$ cat src/rtl/kugelblitz_pkg.sv
// Shared constants for the Kugelblitz AXI-Lite override register file:
// register offsets, ID value, CTRL bit positions and AXI response codes.
package kugelblitz_pkg;

    localparam logic [31:0] KG_OFF_CTRL = 32'h0000_0000;
    localparam logic [31:0] KG_OFF_ADDR = 32'h0000_0004;
    localparam logic [31:0] KG_OFF_DATA = 32'h0000_0008;
    localparam logic [31:0] KG_OFF_ID   = 32'h0000_000C;

    localparam logic [31:0] KG_ID_VALUE = 32'h4B47_0001;

    localparam int KG_CTRL_ADDR_EN_BIT = 0;
    localparam int KG_CTRL_DATA_EN_BIT = 1;

    typedef enum logic [1:0] {
        AXI_RESP_OKAY   = 2'b00,
        AXI_RESP_EXOKAY = 2'b01,
        AXI_RESP_SLVERR = 2'b10,
        AXI_RESP_DECERR = 2'b11
    } axi_resp_e;

endpackage

$ cat src/rtl/kugelblitz_axil_regfile.sv
// AXI-Lite slave holding the Kugelblitz byte-override controls (CTRL, KG_ADDR, KG_DATA).
// Define KG_ID_REG_EN to expose the read-only ID register at offset 0x0C.
module kugelblitz_axil_regfile
    import kugelblitz_pkg::*;
#(
    parameter int DATA_WIDTH    = 32,
    parameter int ADDR_WIDTH    = 32,
    parameter int STRB_WIDTH    = DATA_WIDTH / 8,
    parameter int KG_ADDR_WIDTH = 6,
    parameter int KG_DATA_WIDTH = 8
) (
    input  logic                     clk,
    input  logic                     rst,

    input  logic [ADDR_WIDTH-1:0]    s_axil_awaddr,
    input  logic [2:0]               s_axil_awprot,
    input  logic                     s_axil_awvalid,
    output logic                     s_axil_awready,

    input  logic [DATA_WIDTH-1:0]    s_axil_wdata,
    input  logic [STRB_WIDTH-1:0]    s_axil_wstrb,
    input  logic                     s_axil_wvalid,
    output logic                     s_axil_wready,

    output logic [1:0]               s_axil_bresp,
    output logic                     s_axil_bvalid,
    input  logic                     s_axil_bready,

    input  logic [ADDR_WIDTH-1:0]    s_axil_araddr,
    input  logic [2:0]               s_axil_arprot,
    input  logic                     s_axil_arvalid,
    output logic                     s_axil_arready,

    output logic [DATA_WIDTH-1:0]    s_axil_rdata,
    output logic [1:0]               s_axil_rresp,
    output logic                     s_axil_rvalid,
    input  logic                     s_axil_rready,

    output logic [KG_ADDR_WIDTH-1:0] kg_address,
    output logic                     kg_address_valid,
    output logic [KG_DATA_WIDTH-1:0] kg_data,
    output logic                     kg_data_valid
);

    logic                     r_active;
    logic                     r_ctrl_addr_en;
    logic                     r_ctrl_data_en;
    logic [KG_ADDR_WIDTH-1:0] r_kg_addr;
    logic [KG_DATA_WIDTH-1:0] r_kg_data;

    logic                     r_bvalid;
    axi_resp_e                r_bresp;
    logic                     r_rvalid;
    axi_resp_e                r_rresp;
    logic [DATA_WIDTH-1:0]    r_rdata;

    logic                     w_wr_accept;
    logic                     w_rd_accept;
    logic [ADDR_WIDTH-1:0]    w_wr_addr;
    logic [ADDR_WIDTH-1:0]    w_rd_addr;
    logic                     w_wr_sel_ctrl;
    logic                     w_wr_sel_addr;
    logic                     w_wr_sel_data;
    axi_resp_e                w_wr_resp;
    logic [DATA_WIDTH-1:0]    w_rd_data;
    axi_resp_e                w_rd_resp;
    logic                     w_unused;

    // Nothing is accepted until one edge after reset release, so readies stay low during reset.
    always_ff @(posedge clk or negedge rst) begin
        if (!rst) begin
            r_active <= 1'b0;
        end else begin
            r_active <= 1'b1;
        end
    end

    assign w_wr_accept = r_active & s_axil_awvalid & s_axil_wvalid & ~r_bvalid;
    assign w_rd_accept = r_active & s_axil_arvalid & ~r_rvalid;

    assign w_wr_addr = {s_axil_awaddr[ADDR_WIDTH-1:2], 2'b00};
    assign w_rd_addr = {s_axil_araddr[ADDR_WIDTH-1:2], 2'b00};

    always_comb begin
        w_wr_sel_ctrl = (w_wr_addr == ADDR_WIDTH'(KG_OFF_CTRL));
        w_wr_sel_addr = (w_wr_addr == ADDR_WIDTH'(KG_OFF_ADDR));
        w_wr_sel_data = (w_wr_addr == ADDR_WIDTH'(KG_OFF_DATA));
        w_wr_resp     = (w_wr_sel_ctrl | w_wr_sel_addr | w_wr_sel_data) ?
                        AXI_RESP_OKAY : AXI_RESP_SLVERR;
    end

    // All implemented fields live in byte lane 0, so only wstrb[0] gates the update.
    always_ff @(posedge clk or negedge rst) begin
        if (!rst) begin
            r_ctrl_addr_en <= 1'b0;
            r_ctrl_data_en <= 1'b0;
            r_kg_addr      <= '0;
            r_kg_data      <= '0;
        end else if (w_wr_accept && s_axil_wstrb[0]) begin
            if (w_wr_sel_ctrl) begin
                r_ctrl_addr_en <= s_axil_wdata[KG_CTRL_ADDR_EN_BIT];
                r_ctrl_data_en <= s_axil_wdata[KG_CTRL_DATA_EN_BIT];
            end
            if (w_wr_sel_addr) begin
                r_kg_addr <= s_axil_wdata[KG_ADDR_WIDTH-1:0];
            end
            if (w_wr_sel_data) begin
                r_kg_data <= s_axil_wdata[KG_DATA_WIDTH-1:0];
            end
        end
    end

    always_ff @(posedge clk or negedge rst) begin
        if (!rst) begin
            r_bvalid <= 1'b0;
            r_bresp  <= AXI_RESP_OKAY;
        end else if (w_wr_accept) begin
            r_bvalid <= 1'b1;
            r_bresp  <= w_wr_resp;
        end else if (s_axil_bready) begin
            r_bvalid <= 1'b0;
        end
    end

    always_comb begin
        w_rd_data = '0;
        w_rd_resp = AXI_RESP_SLVERR;
        if (w_rd_addr == ADDR_WIDTH'(KG_OFF_CTRL)) begin
            w_rd_data[KG_CTRL_ADDR_EN_BIT] = r_ctrl_addr_en;
            w_rd_data[KG_CTRL_DATA_EN_BIT] = r_ctrl_data_en;
            w_rd_resp = AXI_RESP_OKAY;
        end else if (w_rd_addr == ADDR_WIDTH'(KG_OFF_ADDR)) begin
            w_rd_data = DATA_WIDTH'(r_kg_addr);
            w_rd_resp = AXI_RESP_OKAY;
        end else if (w_rd_addr == ADDR_WIDTH'(KG_OFF_DATA)) begin
            w_rd_data = DATA_WIDTH'(r_kg_data);
            w_rd_resp = AXI_RESP_OKAY;
        end
`ifdef KG_ID_REG_EN
        else if (w_rd_addr == ADDR_WIDTH'(KG_OFF_ID)) begin
            w_rd_data = DATA_WIDTH'(KG_ID_VALUE);
            w_rd_resp = AXI_RESP_OKAY;
        end
`endif
    end

    // Read data is captured at accept, so a same-cycle write is not visible in it.
    always_ff @(posedge clk or negedge rst) begin
        if (!rst) begin
            r_rvalid <= 1'b0;
            r_rresp  <= AXI_RESP_OKAY;
            r_rdata  <= '0;
        end else if (w_rd_accept) begin
            r_rvalid <= 1'b1;
            r_rresp  <= w_rd_resp;
            r_rdata  <= w_rd_data;
        end else if (s_axil_rready) begin
            r_rvalid <= 1'b0;
        end
    end

    assign s_axil_awready   = w_wr_accept;
    assign s_axil_wready    = w_wr_accept;
    assign s_axil_bvalid    = r_bvalid;
    assign s_axil_bresp     = r_bresp;
    assign s_axil_arready   = w_rd_accept;
    assign s_axil_rvalid    = r_rvalid;
    assign s_axil_rresp     = r_rresp;
    assign s_axil_rdata     = r_rdata;

    assign kg_address       = r_kg_addr;
    assign kg_data          = r_kg_data;
    assign kg_address_valid = r_ctrl_addr_en;
    assign kg_data_valid    = r_ctrl_data_en;

    assign w_unused = ^{s_axil_awprot, s_axil_arprot,
                        s_axil_awaddr[1:0], s_axil_araddr[1:0],
                        s_axil_wstrb[STRB_WIDTH-1:1],
                        s_axil_wdata[DATA_WIDTH-1:KG_DATA_WIDTH]};

endmodule

$ cat config.mk
export PLATFORM = sky130hd
export DESIGN_NAME = kugelblitz_axil_regfile
export DESIGN_NICKNAME = d
export VERILOG_FILES = /design/src/rtl/kugelblitz_pkg.sv /design/src/rtl/kugelblitz_axil_regfile.sv
export SDC_FILE = /design/constraint.sdc
export NUM_CORES = 1
export LEC_CHECK = 0
export BUFFER_PORTS_ARGS = -buffer_cell sky130_fd_sc_hd__buf_4
export CAP_MARGIN = 20
export CORE_AREA = 2 2 71 73
export CTS_CLUSTER_SIZE = 20
export DETAILED_ROUTE_END_ITERATION = 10
export DIE_AREA = 0 0 73 75
export PLACE_DENSITY = 0.78
export SKIP_LAST_GASP = 1
export SYNTH_ARGS = -nofsm -noshare
export SYNTH_HDL_FRONTEND = slang
export SYNTH_SLANG_ARGS = --single-unit
$ cat constraint.sdc
create_clock -name clk -period 4.4 [get_ports clk]
set_input_delay 0.88 -clock clk [delete_from_list [all_inputs] [get_ports clk]]
set_output_delay 0.88 -clock clk [all_outputs]
set_load 0.005 [all_outputs]
; Word level (Yosys, flattened, before mapping)
; Index checks and enable logic that the tools add are counted.
[totals]
word_cells = 43
regBits = 55
[op_classes]
bitwise = 9
n_reduce_logical = 8
n_eq_ne = 4
mux = 12
[op_table]
columns = operator, count
row1 = 32-bit zero test, 2
row2 = 30-bit by 1-bit == test with 1-bit output (second input constant), 2
row3 = 30-bit by 2-bit == test with 1-bit output (second input constant), 2
row4 = 30-bit two-way mux, 1
row5 = 8-bit two-way mux, 2
row6 = 2-bit two-way mux, 5
row7 = 2-bit AND reduction, 3
row8 = 1-bit bitwise AND, 5
row9 = 1-bit two-way mux, 4
row10 = 2-bit nonzero test, 2
row11 = 1-bit inverter, 2
row12 = 1-bit OR, 2
row13 = 1-bit logical AND, 1

; Logic depth before layout (Yosys ltp)
; Gate-level depths: netlist (run 1).
[depth]
ltp_word = 5
depth_mapped = 5
depth_no_buf = 5

; Worst setup path before layout (run 1)
; No wires, ideal clock.
[synth_path]
path_kind = input port to flip-flop
start = input s_axil_awaddr[14]
end = register r_kg_data[0], in the netlist kg_data[0]
arrival_ps = 2309
cell_stages = 4
setup_time_ps = 125
path_buffers = 0
required_time_ps = 4275
setup_slack_ps = 1966
cell_sequence = nor4_1 nand4_2 nor4_4 mux2_2
[synth_via]
elab_chain_cells = 2
[synth_rtl]
columns = item, line
row1 = start: declaration, kugelblitz_axil_regfile.sv:15  ; input logic [ADDR_WIDTH-1:0] s_axil_awaddr,
row2 = 30-bit by 2-bit == test with 1-bit output, kugelblitz_axil_regfile.sv:87  ; w_wr_sel_data = (w_wr_addr == ADDR_WIDTH'(KG_OFF_DATA));
row3 = 2-bit AND reduction (no source line), -
row4 = end signal: assignment, kugelblitz_axil_regfile.sv:108  ; r_kg_data <= s_axil_wdata[KG_DATA_WIDTH-1:0];
row5 = end: declaration, kugelblitz_axil_regfile.sv:49  ; logic [KG_DATA_WIDTH-1:0] r_kg_data;
; No other way between the ends.
; A chain may end at the register's enable or synchronous reset.

; Final worst setup path (run 1)
[layout_path]
start = input s_axil_awaddr[5]
end = register r_kg_data[7], in the netlist kg_data[7]
; Same word-level chain as after synthesis.

==> results.md, run 1 <==
- Power share of the clock group: 0.477
- Die H: 75 um
- Largest delay share family, worst path: simple AND/OR/NAND/NOR gates
- Internal power: 545 uW
- Critical Path AT: 2620 ps
- CTS-repair resized insts: 0
- Cells after Synth: 145
- CTS root buf: clkbuf_8
- Hold Vio Cnt, Final: 0
- Worst hold slack: 478 ps
- Total gr overflow: 0
- PortBufs: 106
- CP Launch Point: s_axil_awaddr[5]
- Tot GR Track Use: 0.154
- Fin nets: 368
- GRT busiest layer: met2
- Synth area leader: dfrtp_1
- Routed wire per std cell: 13.1 um
- WP buf/inv: 1
- CTS Hold Bufs: 0
- H-tree levels: 2
- DR pass1 iterations: 4
- Final setup viols: 0
- Pre-CTS setup slack: roughly 1600 ps
- Net switching fraction of the power: 0.195
- Routability cong.: slightly above 0.7
- Layout Utilization: 0.529
- Area Growth Syn to Fin: 56.4%
- Met3 GRT Util: 0.0509
- Initial cell density of the core: 0.338
- Register area share after synthesis: 0.461
- # diodes: 0
- Total stage count of the critical path: 5
- Worst-path cell chain: buf_4 > nor4_1 > nand4_2 > nor4_4 > mux2_2
- Setup CP Type: in2reg
- Clock latency on the worst-skew pair: between 200 and 300 ps
- Ports: 170
- Slowest stage delay, CP: approximately 640 ps
- Clk slew on worst S/H paths: 60 ps
- Vias in the first global route: 1416
- Worst r2r dst: kg_data_valid
- CP Max Fanout: 8
- Net Sw Power: 132 uW
- TritonCTS Buffers: 5
- Worst-margin pin slew: roughly 600 ps
- DIE AREA: 5480 um^2
- Crit path to: kg_data[7]
- Max Cap Viol: 0
- Fraction of layout cells with a size suffix above 1: 0.523
- Critical path required time: 4560 ps
- Antenna Nets Post-Route: 0
- Relative slew slack: 0.599
- Finished Layout Cells: 310
- CP Capture Type: flop
- Minimum clock period: ~2500 ps
- Core Area: 4660 um^2
- Setup WS post-layout: about 1900 ps
- Period utilization: 0.559
- Clock skew: 2.58 ps
- Logic gate share of total power: 0.123
- Sequential Power Share: 0.399
- CTS sink count: 29
- R2R Setup Slk: between 2000 and 2500 ps
- FF-to-FF path depth: 4
- Max-slew violations: 0
- Ys Warns: 0
- Clock Path Buffers: 2
- Top post-synthesis cells by area: dfrtp_1, buf_4, mux2_2, nor4_1, o31ai_1
- Synth top area share: 0.461
- Post-CTS setup buffers: 0
- Largest net degree at the start of global routing: 30
- Initial antenna violation count: 0
- CTS tree: yes
- Met1 Track Usage GR: 0.183
- Synth cell types: 27
- Post-Route Setup TNS: 0 ps
- Syn_area_per_cell: 10.9 um^2
- Post-synthesis cell area: 1580 um^2
- Met2 usage: 0.259
- Static leakage: 1.30 nW
- Worst setup SP type: primary input
- Max rail drop VDD: 290 uV
- Die width: ~73 um
- Vias per cell: 4.53
- HP Class: reg2reg
- Drt total wl: 4.07 mm
- Drt drc: 0
- Reg2Reg Launch Point: s_axil_bvalid
- First-pass GRT wire length: about 6.4 mm
- Status: finished clean
- Number of synthesized register bits: 29
- DP Cell Count: roughly 300
- Vias: 1405
- Power Density: 275 nW/um^2
- Placement Rows: 25
- DP HPWL: 3.38 mm
- RSZ-0062 raised after global routing: no
- Fmax: 407 MHz
- Drt initial violations: 25
- Slowest CP cell: nor4_4
## layout by cell type, fill, tap and decap left out, drive strengths merged, types with 4 or more instances in the layout
master | netlist | routed
a22oi | 4 | 4
buf | 27 | 107
clkbuf | 2 | 5
conb | 2 | 27
dfrtp | 29 | 29
mux2 | 16 | 16
nand2 | 11 | 11
nand2b | 4 | 4
nor2 | 4 | 4
nor4 | 16 | 16
o31ai | 8 | 8
## how the worst min path moves through the flow
stage	cells past startpoint	endpoint	start	slack, ps
floorplan	2	s_axil_rdata[0]	s_axil_rdata[0]	470
global placement	2	s_axil_rdata[2]	s_axil_rdata[2]	460
detailed placement	2	s_axil_rdata[4]	s_axil_rdata[4]	470
CTS	2	s_axil_rdata[5]	s_axil_rdata[5]	490
global route	2	s_axil_rdata[0]	s_axil_rdata[0]	510
finish	2	s_axil_rdata[5]	s_axil_rdata[5]	480
## power groups by stage
stage               clock [mW]  combinational [mW]  sequential [mW]
finish                   0.323              0.0834            0.270
global route             0.345              0.0934            0.271
CTS                      0.333              0.0842            0.271
detailed placement           0              0.0840            0.275
global placement             0              0.0823            0.275
floorplan                    0              0.0350            0.275
## per-layer routing
layer	wire length (um)	share of wire	up-vias
met2	2080	0.51	65
met4	57	0.014	0
met1	1650	0.41	642
met3	283	0.070	6
li1	-	-	692
met5	0	0	-
## logic make-up after synthesis
kind of cell / after synthesis / share of synthesized area
other: 2 / 0.00477
AO/OA/AOI/OAI: 19 / 0.0850
AND/OR/NAND/NOR: 45 / 0.182
flip-flops: 29 / 0.461
buffers and inverters: 32 / 0.141
multiplexers: 18 / 0.127
## final cells by class
class / instances / area (um^2)
clock buffers: 5 / 68.8
clock inverters: 3 / 65.1
flip-flops and latches: 29 / 726
inverters: 3 / 11.3
multi-input cells: 109 / 722
fillers: 461 / 2200
repair buffers: 107 / 803
well taps: 54 / 67.6
## synth_stat cells
cell,count
conb_1,2
o31a_1,1
clkbuf_1,2
nand4_1,1
a21o_1,1
nor2b_1,2
and2_1,1
nor4b_1,1
a21oi_1,3
and4b_1,1
inv_1,3
o21ai_0,1
a211oi_1,1
nand2_1,11
nand3_1,2
nor2_1,4
o31ai_1,8
and4_1,1
mux2i_1,2
mux2_2,16
nor4_4,2
dfrtp_1,29
nand2b_1,4
a22oi_1,4
buf_4,27
nand4_2,1
nor4_1,14
## worst reg2reg max path: stages (launching register included)
cell	delay, ps
dfrtp_1	390
and4b_1	370
nand2_1	190
nor4b_1	500
mux2_2	400
## stage by stage
step                      total power, mW  cell area [um^2]
after detailed placement            0.359              2330
final                               0.677              2460
after floorplan                     0.310              1670
after CTS                           0.688              2460
after global routing                0.709              2460
after global placement              0.357              2330
No activity file was read; power rests on OpenSTA's default activity.
==> inputs of run 2 (changes only) <==
CORE_AREA = 2 2 75 77   (was 2 2 71 73)
DIE_AREA = 0 0 77 79   (was 0 0 73 75)
PLACE_DENSITY = 0.74   (was 0.78)
clock period = 2.1 ns   (was 4.4 ns; I/O delays follow)
==> run 2 against run 1 <==
Compared with the run above: clock skew hardly changed; global-route usage is 1.6 points lower; register-to-register slack worse by 2100 ps; critical path depth is 1 higher; total power is 76% higher; first-iteration DRC count is 12% lower; non-clock buffer count is 6 higher; cell count is 7.4% higher; combinational power is 110% higher; cell area is 0.81% higher; setup slack worse by 1700 ps; highest routed layer unchanged.
==> results.md, run 2 (synthesized netlist as in run 1, its figures left out) <==
- DR pass1 iterations: 4 (unchanged)
- Slowest stage delay, CP: 360 ps (was 640 ps)
- DP Cell Count: 326 (was 302)
- Final setup viols: 0 (unchanged)
- Reg2Reg Launch Point: s_axil_bvalid (unchanged)
- Area Growth Syn to Fin: 57.7% (was 56.4%)
- Worst setup SP type: primary input (unchanged)
- CTS-repair resized insts: 0 (unchanged)
- Placement Rows: 27 (was 25)
- Finished Layout Cells: 333 (was 310)
- Drt initial violations: 22 (was 25)
- Initial cell density of the core: 0.295 (was 0.338)
- Drt drc: 0 (unchanged)
- FF-to-FF path depth: 5 (was 4)
- CTS Hold Bufs: 0 (unchanged)
- Routability cong.: 0.676 (was 0.707)
- Vias per cell: 4.35 (was 4.53)
- Most frequent cells in the layout: buf_4, dfrtp_1, conb_1 (unchanged)
- Static leakage: 1.31 nW (was 1.30 nW)
- Fin nets: 374 (was 368)
- DP HPWL: 3.35 mm (was 3.38 mm)
- Slowest CP cell: nor4_1 (was nor4_4)
- Most common cell after layout, fill and taps aside: buf_4 (unchanged)
- Worst hold slack: 55.8 ps (was 478 ps)
- Worst-path cell chain: buf_4 > nor4_1 > nand4_2 > nor4_4 > buf_4 > mux2_2 (was buf_4 > nor4_1 > nand4_2 > nor4_4 > mux2_2)
- CP Capture Type: flop (unchanged)
- First-pass GRT wire length: 6.58 mm (was 6.38 mm)
- Drt total wl: 4.07 mm (about the same)
- CTS sink count: 29 (unchanged)
- DIE AREA: 6080 um^2 (was 5480 um^2)
- Register area: 726 um^2 (unchanged)
- Hold Vio Cnt, Final: 0 (unchanged)
- Worst r2r dst: kg_address_valid (was kg_data_valid)
- Max Cap Viol: 0 (unchanged)
- Setup CP Type: in2reg (unchanged)
- Post-Route Setup TNS: 0 ps (unchanged)
- Clock latency on the worst-skew pair: 280 ps (about the same)
- Vias: 1449 (was 1405)
- CTS root buf: clkbuf_8 (unchanged)
- Antenna Nets Post-Route: 0 (unchanged)
- Multi-input gate area in the final layout: 722 um^2 (unchanged)
- Clock Path Buffers: 2 (unchanged)
- PortBufs: 106 (unchanged)
- Clock skew: 2.73 ps (was 2.58 ps)
- CTS tree: yes (unchanged)
- R2R Setup Slk: 370 ps (was 2430 ps)
- Ports: 170 (unchanged)
- Die H: 79 um (was 75 um)
- Period utilization: 0.889
- RSZ-0062 raised after global routing: no (unchanged)
- # diodes: 0 (unchanged)
- Critical path required time: 2270 ps (was 4560 ps)
- Status: finished clean (unchanged)
- Setup WS post-layout: 233 ps (was 1940 ps)
- Critical Path AT: 2030 ps (was 2620 ps)
- Initial antenna violation count: 0 (unchanged)
- Max-slew violations: 0 (unchanged)
- Pre-CTS setup slack: -61.1 ps (was 1590 ps)
- Fmax: 536 MHz
- Power Density: 481 nW/um^2 (was 275 nW/um^2)
- HP Class: in2async (was reg2reg)
- Core Area: 5340 um^2 (was 4660 um^2)
- Minimum clock period: about 1900 ps
- Post-CTS setup buffers: 0 (unchanged)
- Layout Utilization: 0.465 (was 0.529)
- CP most frequent cell: buf_4
- Tot GR Track Use: 0.138 (was 0.154)
- CP Max Fanout: 8 (unchanged)
- H-tree levels: 2 (unchanged)
- Routed wire per std cell: 12.2 um (was 13.1 um)
- Largest net degree at the start of global routing: 30 (unchanged)
- Vias in the first global route: 1427 (was 1416)
- Fraction of layout cells with a size suffix above 1: 0.529 (was 0.523)
- Clk slew on worst S/H paths: 60 ps (about the same)
- Max rail drop VDD: 413 uV (was 290 uV)
- Die width: 77 um (was 73 um)
- TritonCTS Buffers: 5 (unchanged)
- Number of fill cells: 537 (was 461)
- Total gr overflow: 0 (unchanged)
[run 2: cell types whose count changed in the layout (fill, tap and decap cells not counted), sizes merged]
| cell | change |
|---|---|
| buf | +6 |
| bufinv | -2 |
| clkbuf | +2 |
| clkinv | -1 |
[run 2: power by group]
group          internal (mW)  switching (mW)  total, mW
registers              0.564         0.00283      0.567
logic                  0.108          0.0689      0.177
clock network          0.259           0.191      0.450
total                  0.931           0.263       1.19
[run 2: worst max-delay path by stage]
stage	endpoint	slack [ps]	start
after floorplan	kg_data[0]	130	s_axil_awaddr[14]
after global placement	kg_data[2]	-50	s_axil_awaddr[14]
after detailed placement	kg_data[6]	-60	s_axil_awaddr[14]
after CTS	kg_data[1]	240	s_axil_awaddr[14]
after global routing	kg_data_valid	80	s_axil_awaddr[14]
final	kg_data[6]	230	s_axil_awaddr[14]
[run 2: per-stage QoR]
step / cell area [um^2] / power, mW
after global placement: 2400 / 0.752
after detailed placement: 2400 / 0.756
after global routing: 2480 / 1.26
after CTS: 2480 / 1.21
after floorplan: 1670 / 0.650
final: 2480 / 1.19
[run 2: worst max-delay path: cells and delay by family]
kind	cells	cell delay, ps
simple gates	3	940
mux	1	350
buf+inv	2	320
[run 2: per-layer routing]
metal  share of wire  up-vias  GRT usage  wire length [um]
met4           0.014        0     0.0482                58
met1            0.38      656      0.152              1570
li1                -      707          -                 -
met5               0        -          0                 0
met3           0.092        7     0.0489               375
met2            0.51       79      0.247              2070
[run 2: layout make-up]
type | instances | share of cell area
inverters | 3 | 0.00453
flip-flops and latches | 29 | 0.292
clock buffers | 7 | 0.0348
multi-input cells | 109 | 0.291
repair buffers | 113 | 0.342
well taps | 72 | 0.0363
